===== config.mk =====
export PLATFORM = sky130hd
export DESIGN_NAME = ivector_driver_flat
export DESIGN_NICKNAME = d
export VERILOG_FILES = /design/src/rtl/ivector_driver_if.sv /design/src/rtl/ivector_driver.sv /design/src/flat_wrapper.sv
export SDC_FILE = /design/constraint.sdc
export NUM_CORES = 1
export LEC_CHECK = 0
export ABC_AREA = 0
export BUFFER_PORTS_ARGS = -buffer_cell sky130_fd_sc_hd__buf_2
export CORE_UTILIZATION = 55
export DETAILED_ROUTE_END_ITERATION = 10
export PLACE_DENSITY_LB_ADDON = 0.25
export SETUP_SLACK_MARGIN = 0.3
export SLEW_MARGIN = 10
export SYNTH_ARGS = -nofsm -noshare
export SYNTH_HDL_FRONTEND = slang
export SYNTH_SLANG_ARGS = --single-unit

===== constraint.sdc =====
create_clock -name CLK -period 8.4 [get_ports CLK]
set_input_delay 0.84 -clock CLK [delete_from_list [all_inputs] [get_ports CLK]]
set_output_delay 0.84 -clock CLK [all_outputs]
set_load 0.02 [all_outputs]

===== src/rtl/ivector_driver_if.sv =====
// Purpose: groups the start, say-request, heard-indication and status signals of ivector_driver.
// Latency: n/a (wires only).
// Backpressure: start and say are ENA/RDY handshakes; heard is accepted only while ind_heard__RDY=1.
// Ports: master = driver side (ivector_driver), slave = environment (requester + responder).
interface ivector_driver_if;
    // start a run
    logic       start__ENA;
    logic [7:0] start_count;
    logic       start__RDY;
    // outgoing say requests
    logic       request_say__ENA;
    logic [5:0] request_say_meth;
    logic [3:0] request_say_v;
    logic       request_say__RDY;
    // returning heard indications
    logic       ind_heard__ENA;
    logic [5:0] ind_heard_meth;
    logic [3:0] ind_heard_v;
    logic       ind_heard__RDY;
    // run status
    logic       done;
    logic       pass;
    logic       timeout;
    logic [7:0] err_count;

    modport master (
        input  start__ENA, start_count, request_say__RDY,
               ind_heard__ENA, ind_heard_meth, ind_heard_v,
        output start__RDY, request_say__ENA, request_say_meth, request_say_v,
               ind_heard__RDY, done, pass, timeout, err_count
    );

    modport slave (
        output start__ENA, start_count, request_say__RDY,
               ind_heard__ENA, ind_heard_meth, ind_heard_v,
        input  start__RDY, request_say__ENA, request_say_meth, request_say_v,
               ind_heard__RDY, done, pass, timeout, err_count
    );
endinterface


===== src/rtl/ivector_driver.sv =====
// Purpose: issues a run of numbered say requests, checks each returning heard against the issued value.
// Latency: say issued combinationally in the cycle RDY is seen; heard compared in its handshake cycle.
// Backpressure: stalls says on request_say__RDY=0 or DEPTH outstanding; watchdog aborts a stuck run.
// Ports: CLK, nRST (sync, active-low), bus (ivector_driver_if.master: start, say, heard, status).
module ivector_driver #(
    parameter int DEPTH   = 4,
    parameter int TIMEOUT = 1023
) (
    input  logic               CLK,
    input  logic               nRST,
    ivector_driver_if.master   bus
);

    localparam int             AW         = (DEPTH > 1) ? $clog2(DEPTH) : 1;
    localparam logic [AW:0]    L_FULL     = (AW + 1)'(DEPTH);
    localparam logic [15:0]    L_TMO_LAST = 16'(TIMEOUT - 1);

    typedef enum logic [1:0] {S_IDLE, S_RUN, S_DRAIN, S_DONE} state_t;

    state_t         r_state;
    state_t         w_state_nxt;
    logic [7:0]     r_seq;
    logic [7:0]     r_count;
    logic [AW:0]    r_out;
    logic [AW-1:0]  r_wptr;
    logic [AW-1:0]  r_rptr;
    logic [9:0]     r_fifo [DEPTH];
    logic [15:0]    r_wdog;
    logic [7:0]     r_err;
    logic           r_timeout;

    logic           w_start_acc;
    logic           w_active;
    logic           w_say_fire;
    logic           w_heard_rdy;
    logic           w_heard_fire;
    logic           w_mismatch;
    logic           w_wdog_cnt;
    logic           w_wdog_expire;
    logic [AW:0]    w_out_nxt;
    logic [5:0]     w_say_meth;
    logic [3:0]     w_say_v;

    assign w_start_acc  = bus.start__ENA && (r_state == S_IDLE || r_state == S_DONE);
    assign w_active     = (r_state == S_RUN) || (r_state == S_DRAIN);
    assign w_say_fire   = (r_state == S_RUN) && (r_seq != r_count) &&
                          (r_out != L_FULL) && bus.request_say__RDY;
    assign w_heard_rdy  = (r_out != '0);
    assign w_heard_fire = bus.ind_heard__ENA && w_heard_rdy;
    assign w_mismatch   = w_heard_fire &&
                          (r_fifo[r_rptr] != {bus.ind_heard_v, bus.ind_heard_meth});
    // Watchdog only counts while something is actually owed to us.
    assign w_wdog_cnt    = w_active && w_heard_rdy && !w_heard_fire;
    assign w_wdog_expire = w_wdog_cnt && (r_wdog == L_TMO_LAST);
    // Push and pop in the same cycle cancel out, so a pop is legal even when full.
    assign w_out_nxt    = r_out + {{AW{1'b0}}, w_say_fire} - {{AW{1'b0}}, w_heard_fire};

    assign w_say_meth   = r_seq[5:0];
    assign w_say_v      = r_seq[3:0] ^ 4'b0101;

    always_comb begin
        w_state_nxt = r_state;
        case (r_state)
            S_IDLE, S_DONE: begin
                if (w_start_acc) begin
                    w_state_nxt = (bus.start_count == 8'd0) ? S_DONE : S_RUN;
                end
            end
            S_RUN: begin
                if (w_wdog_expire) begin
                    w_state_nxt = S_DONE;
                end else if (w_say_fire && ((r_seq + 8'd1) == r_count)) begin
                    w_state_nxt = S_DRAIN;
                end
            end
            S_DRAIN: begin
                // Looks at the post-update count so a final heard lands us in DONE next cycle.
                if (w_wdog_expire || (w_out_nxt == '0)) begin
                    w_state_nxt = S_DONE;
                end
            end
            default: w_state_nxt = S_IDLE;
        endcase
    end

    always_ff @(posedge CLK) begin
        if (!nRST) begin
            r_state   <= S_IDLE;
            r_seq     <= '0;
            r_count   <= '0;
            r_out     <= '0;
            r_wptr    <= '0;
            r_rptr    <= '0;
            r_wdog    <= '0;
            r_err     <= '0;
            r_timeout <= 1'b0;
        end else begin
            r_state <= w_state_nxt;
            if (w_start_acc) begin
                r_seq     <= '0;
                r_count   <= bus.start_count;
                r_out     <= '0;
                r_wptr    <= '0;
                r_rptr    <= '0;
                r_wdog    <= '0;
                r_err     <= '0;
                r_timeout <= 1'b0;
            end else if (w_wdog_expire) begin
                // Abort: drop everything still owed so heard__RDY falls immediately.
                r_timeout <= 1'b1;
                r_out     <= '0;
                r_wptr    <= '0;
                r_rptr    <= '0;
                r_wdog    <= '0;
            end else begin
                if (w_say_fire) begin
                    r_seq  <= r_seq + 8'd1;
                    r_wptr <= r_wptr + 1'b1;
                end
                if (w_heard_fire) begin
                    r_rptr <= r_rptr + 1'b1;
                end
                r_out <= w_out_nxt;
                if (w_heard_fire) begin
                    r_wdog <= '0;
                end else if (w_wdog_cnt) begin
                    r_wdog <= r_wdog + 16'd1;
                end
                if (w_mismatch && (r_err != 8'hFF)) begin
                    r_err <= r_err + 8'd1;
                end
            end
        end
    end

    // Expected-value storage; contents are don't-care until written, pointers carry validity.
    always_ff @(posedge CLK) begin
        if (w_say_fire) begin
            r_fifo[r_wptr] <= {w_say_v, w_say_meth};
        end
    end

    assign bus.start__RDY       = (r_state == S_IDLE) || (r_state == S_DONE);
    assign bus.request_say__ENA = w_say_fire;
    assign bus.request_say_meth = w_say_meth;
    assign bus.request_say_v    = w_say_v;
    assign bus.ind_heard__RDY   = w_heard_rdy;
    assign bus.done             = (r_state == S_DONE);
    assign bus.pass             = (r_state == S_DONE) && (r_err == 8'd0) && !r_timeout;
    assign bus.timeout          = r_timeout;
    assign bus.err_count        = r_err;

endmodule


===== src/flat_wrapper.sv =====
// flat-port wrapper written by rule: the top's interface ports become plain ports
module ivector_driver_flat 
#(
    parameter int DEPTH   = 4,
    parameter int TIMEOUT = 1023
)
  (CLK, nRST, bus_start__ENA, bus_start_count, bus_request_say__RDY, bus_ind_heard__ENA, bus_ind_heard_meth, bus_ind_heard_v, bus_start__RDY, bus_request_say__ENA, bus_request_say_meth, bus_request_say_v, bus_ind_heard__RDY, bus_done, bus_pass, bus_timeout, bus_err_count);
  ivector_driver_if bus_i ();
  input  logic CLK;
  input  logic nRST;
  input wire logic [$bits(bus_i.start__ENA)-1:0] bus_start__ENA;
  input wire logic [$bits(bus_i.start_count)-1:0] bus_start_count;
  input wire logic [$bits(bus_i.request_say__RDY)-1:0] bus_request_say__RDY;
  input wire logic [$bits(bus_i.ind_heard__ENA)-1:0] bus_ind_heard__ENA;
  input wire logic [$bits(bus_i.ind_heard_meth)-1:0] bus_ind_heard_meth;
  input wire logic [$bits(bus_i.ind_heard_v)-1:0] bus_ind_heard_v;
  output wire logic [$bits(bus_i.start__RDY)-1:0] bus_start__RDY;
  output wire logic [$bits(bus_i.request_say__ENA)-1:0] bus_request_say__ENA;
  output wire logic [$bits(bus_i.request_say_meth)-1:0] bus_request_say_meth;
  output wire logic [$bits(bus_i.request_say_v)-1:0] bus_request_say_v;
  output wire logic [$bits(bus_i.ind_heard__RDY)-1:0] bus_ind_heard__RDY;
  output wire logic [$bits(bus_i.done)-1:0] bus_done;
  output wire logic [$bits(bus_i.pass)-1:0] bus_pass;
  output wire logic [$bits(bus_i.timeout)-1:0] bus_timeout;
  output wire logic [$bits(bus_i.err_count)-1:0] bus_err_count;
  assign bus_i.start__ENA = bus_start__ENA;
  assign bus_i.start_count = bus_start_count;
  assign bus_i.request_say__RDY = bus_request_say__RDY;
  assign bus_i.ind_heard__ENA = bus_ind_heard__ENA;
  assign bus_i.ind_heard_meth = bus_ind_heard_meth;
  assign bus_i.ind_heard_v = bus_ind_heard_v;
  assign bus_start__RDY = bus_i.start__RDY;
  assign bus_request_say__ENA = bus_i.request_say__ENA;
  assign bus_request_say_meth = bus_i.request_say_meth;
  assign bus_request_say_v = bus_i.request_say_v;
  assign bus_ind_heard__RDY = bus_i.ind_heard__RDY;
  assign bus_done = bus_i.done;
  assign bus_pass = bus_i.pass;
  assign bus_timeout = bus_i.timeout;
  assign bus_err_count = bus_i.err_count;
  ivector_driver #(.DEPTH(DEPTH), .TIMEOUT(TIMEOUT)) u_core (.CLK(CLK), .nRST(nRST), .bus(bus_i));
endmodule

==> impl_metrics.json <==
{
  "path_cells": "xnor2_1 -> nand4_1 -> o21ai_0 -> buf_4 -> ha_1 -> inv_1 -> ha_1 -> inv_1 -> fa_1 -> xnor2_1 -> xnor2_1 -> o21ai_0 -> o21ai_0 -> o31ai_1 -> o221a_2",
  "rsz0062_at_grt": "false",
  "synthDistinctLibCells": 53,
  "post_cts_buffers": 0,
  "antenna_found_initial": 0,
  "worstSetupPathType": "reg -> reg",
  "clock-sinks": 84,
  "drive_above_1_share_pct": 15.7,
  "power_leakage_nw": 1.65,
  "fin_crit_ns": 3.58,
  "htree_levels": 3,
  "port_buffers": 46,
  "synthCells": 409,
  "vdd_drop_max_uv": 159,
  "power.density_nw_per_um2": 217,
  "postSynthAreaPerCell_um2": 10.3,
  "slew_headroom_pct": 56.1,
  "cts_buffers": 9,
  "dr_total_vias": 2942,
  "period_share_pct": 42.6,
  "cp_num_cells": 15,
  "ys_seq_area_share_pct": 47.5,
  "fp-row-count": 31,
  "final-max-slew-violation-count": 0,
  "slowest_stage": "dfxtp_1",
  "core_um2": 7330,
  "hold_viol": 0,
  "die_h_um": 89.5,
  "holdPathStages": 2,
  "io_pins": 47,
  "root_buffer": "clkbuf_8",
  "yosys_warnings": 0,
  "holdWs_ns": 0.486,
  "antenna_cells": 0,
  "async_reset_ff_share_pct": 0,
  "firstDrtPassIters": 4,
  "fin_nets": 485,
  "max_clock_freq_mhz": 279,
  "seq_area_um2": 2000,
  "drc": 0,
  "cp_data_required_time_ns": 8.70,
  "synth_nets": 447,
  "ys_ff_latch": 84,
  "cts_tree": "yes",
  "crit_path_max_fanout": 12,
  "avgRoutedWirePerCell_um": 14.1,
  "fillers": 597,
  "clkLatencyLatePin_ns": 0.36,
  "status": "complete, no violations",
  "cpPeakStageDelay_ns": 0.62,
  "post_cts_resized": 0,
  "initial_core_util_pct": 57.5,
  "synth_area_um2": 4210,
  "endpoint_kind": "flip-flop",
  "drt-initial-drc-count": 170,
  "p_total_mw": 1.00,
  "critPathBufInv": 3,
  "skew_ns": 0.00792,
  "clockBufferDepth": 2,
  "grt_pass1_vias": 2717,
  "die_area_um2": 8020,
  "critPathTopFamily": "compound AO/OA/AOI/OAI gates",
  "finalSetupViolCount": 0,
  "cts_hold_buf": 0,
  "syn_to_final_growth_pct": 9.71,
  "finalSetupTns_ns": 0,
  "synth_edf_count": 32,
  "die_w_um": 89.5,
  "viasPerCell": 5.34,
  "crit_path_start_kind": "flip-flop",
  "place_congestion": 0.784,
  "maxCapViolCount": 0,
  "drt_wl_total_mm": 7.78,
  "grt_pass1_wl_mm": 12.2,
  "critPathArrivalTime_ns": 3.89,
  "multi_input_comb_area_um2": 2020,
  "ant_nets": 0,
  "track_usage_pct": 20.5,
  "r2r_cells": 15,
  "grt-ovfl-total": 0,
  "grt_max_degree": 18,
  "tightest_slew_ns": 0.658,
  "synth-main-ff-cell": "dfxtp_1",
  "hp-class": "reg -> reg",
  "dpl.hpwl_mm": 5.70,
  "clk_pin_slew_ns": 0.08
}
-- worst reg2reg max path, delay by kind of cell, from the launching register on --
kind,cells,cell delay (ns)
adders and majority gates,3,0.75
xor gates and xnor gates,3,0.52
AOI/OAI and AO/OA,5,1.20
and+or+nand+nor,1,0.13
DFF,1,0.62
buffers and inverters,3,0.32
-- final timing paths --
check	slack [ns]	startpoint	endpoint
worst max register to register	4.82	u_core.r_seq[3]	u_core.r_state[0]
worst max-delay path	4.82	u_core.r_seq[3]	u_core.r_state[0]
worst min-delay path	0.49	u_core.r_count[6]	u_core.r_count[6]
worst min register to register	0.49	u_core.r_count[6]	u_core.r_count[6]
-- per-layer routing --
metal	vias up	track usage, %	wire length, um
li1	1496	-	-
met4	0	9.67	152
met3	12	4.25	237
met5	-	0	0
met1	1379	25.4	3760
met2	55	34.5	3640
-- metrics by stage --
step	cells	cell area (um2)	worst slack (ns)	util, %
2_1_floorplan	409	4210	4.95	-
3_3_place_gp	535	4460	4.81	60.9
3_5_place_dp	535	4460	4.72	60.9
4_1_cts	551	4620	4.85	63.1
5_1_grt	551	4620	4.60	63.1
6_report	551	4620	4.82	63.1
-- report_power, final --
| group | leakage [nW] | switching (mW) | internal, mW |
|---|---|---|---|
| sequential | 0.687 | 0.0327 | 0.450 |
| clock | 0.0729 | 0.139 | 0.105 |
| combinational | 0.893 | 0.162 | 0.113 |
| total | 1.65 | 0.334 | 0.668 |
-- area by class of cell --
type / instances / area share, %
clock buffers: 11 / 2.84
clock inverters: 5 / 0.622
inverters: 20 / 1.62
multi-input cells: 284 / 43.6
flip-flops and latches: 84 / 43.3
well taps: 99 / 2.68
repair buffers: 48 / 5.30
-- kinds of logic after synthesis --
kind of cell / Yosys count / synth area share (%)
AND/OR/NAND/NOR: 158 / 18.3
flip-flops: 84 / 47.5
XOR/XNOR: 46 / 9.56
AO/OA/AOI/OAI: 43 / 7.57
buffers and inverters: 41 / 4.63
multiplexers: 22 / 7.75
adder cells (fa/ha/maj): 15 / 4.63
-- state kept, by name, summed over array words and instances (netlist names), named ones only --
name,flops
u_core.bus.timeout,1
u_core.r_state,2
u_core.bus.err_count,8
u_core.r_seq,8
u_core.r_fifo,32
u_core.r_out,3
u_core.r_wptr,2
u_core.r_wdog,16
u_core.r_rptr,2
u_core.r_count,8
-- Yosys cell counts (4+ instances only) --
cell type | number | area share [%]
a21oi_1 | 13 | 1.5
inv_1 | 20 | 1.8
nand2_1 | 45 | 4.0
nand4_1 | 11 | 1.6
and2_1 | 8 | 1.2
nor2_1 | 41 | 3.7
mux2i_1 | 15 | 3.6
nor3_1 | 9 | 1.1
dfxtp_1 | 52 | 25
xor2_1 | 13 | 2.7
clkbuf_1 | 9 | 0.80
nand2b_1 | 9 | 1.3
mux4_1 | 5 | 3.1
and3_1 | 4 | 0.59
ha_1 | 14 | 4.2
xnor2_1 | 33 | 6.9
nand3_1 | 10 | 1.2
o21ai_0 | 5 | 0.59
buf_4 | 8 | 1.4
nor4_1 | 7 | 1.0
a21boi_0 | 8 | 1.4
edfxtp_1 | 32 | 23
-- layout by cell type, fill, tap and decap left out, drive strengths merged, types with 3 or more instances in the layout --
cell type,netlist,routed
a21boi,9,9
a21oi,14,14
and2,8,8
and3,4,4
buf,11,48
clkbuf,10,11
clkinvlp,0,3
dfxtp,52,52
edfxtp,32,32
ha,14,14
inv,20,20
mux2i,15,15
mux4,7,7
nand2,45,45
nand2b,9,9
nand3,10,10
nand4,12,12
nor2,41,41
nor3,9,9
nor4,7,7
o21ai,5,5
or3,3,3
xnor2,33,33
xor2,13,13
(Power assumes the default switching activity.)
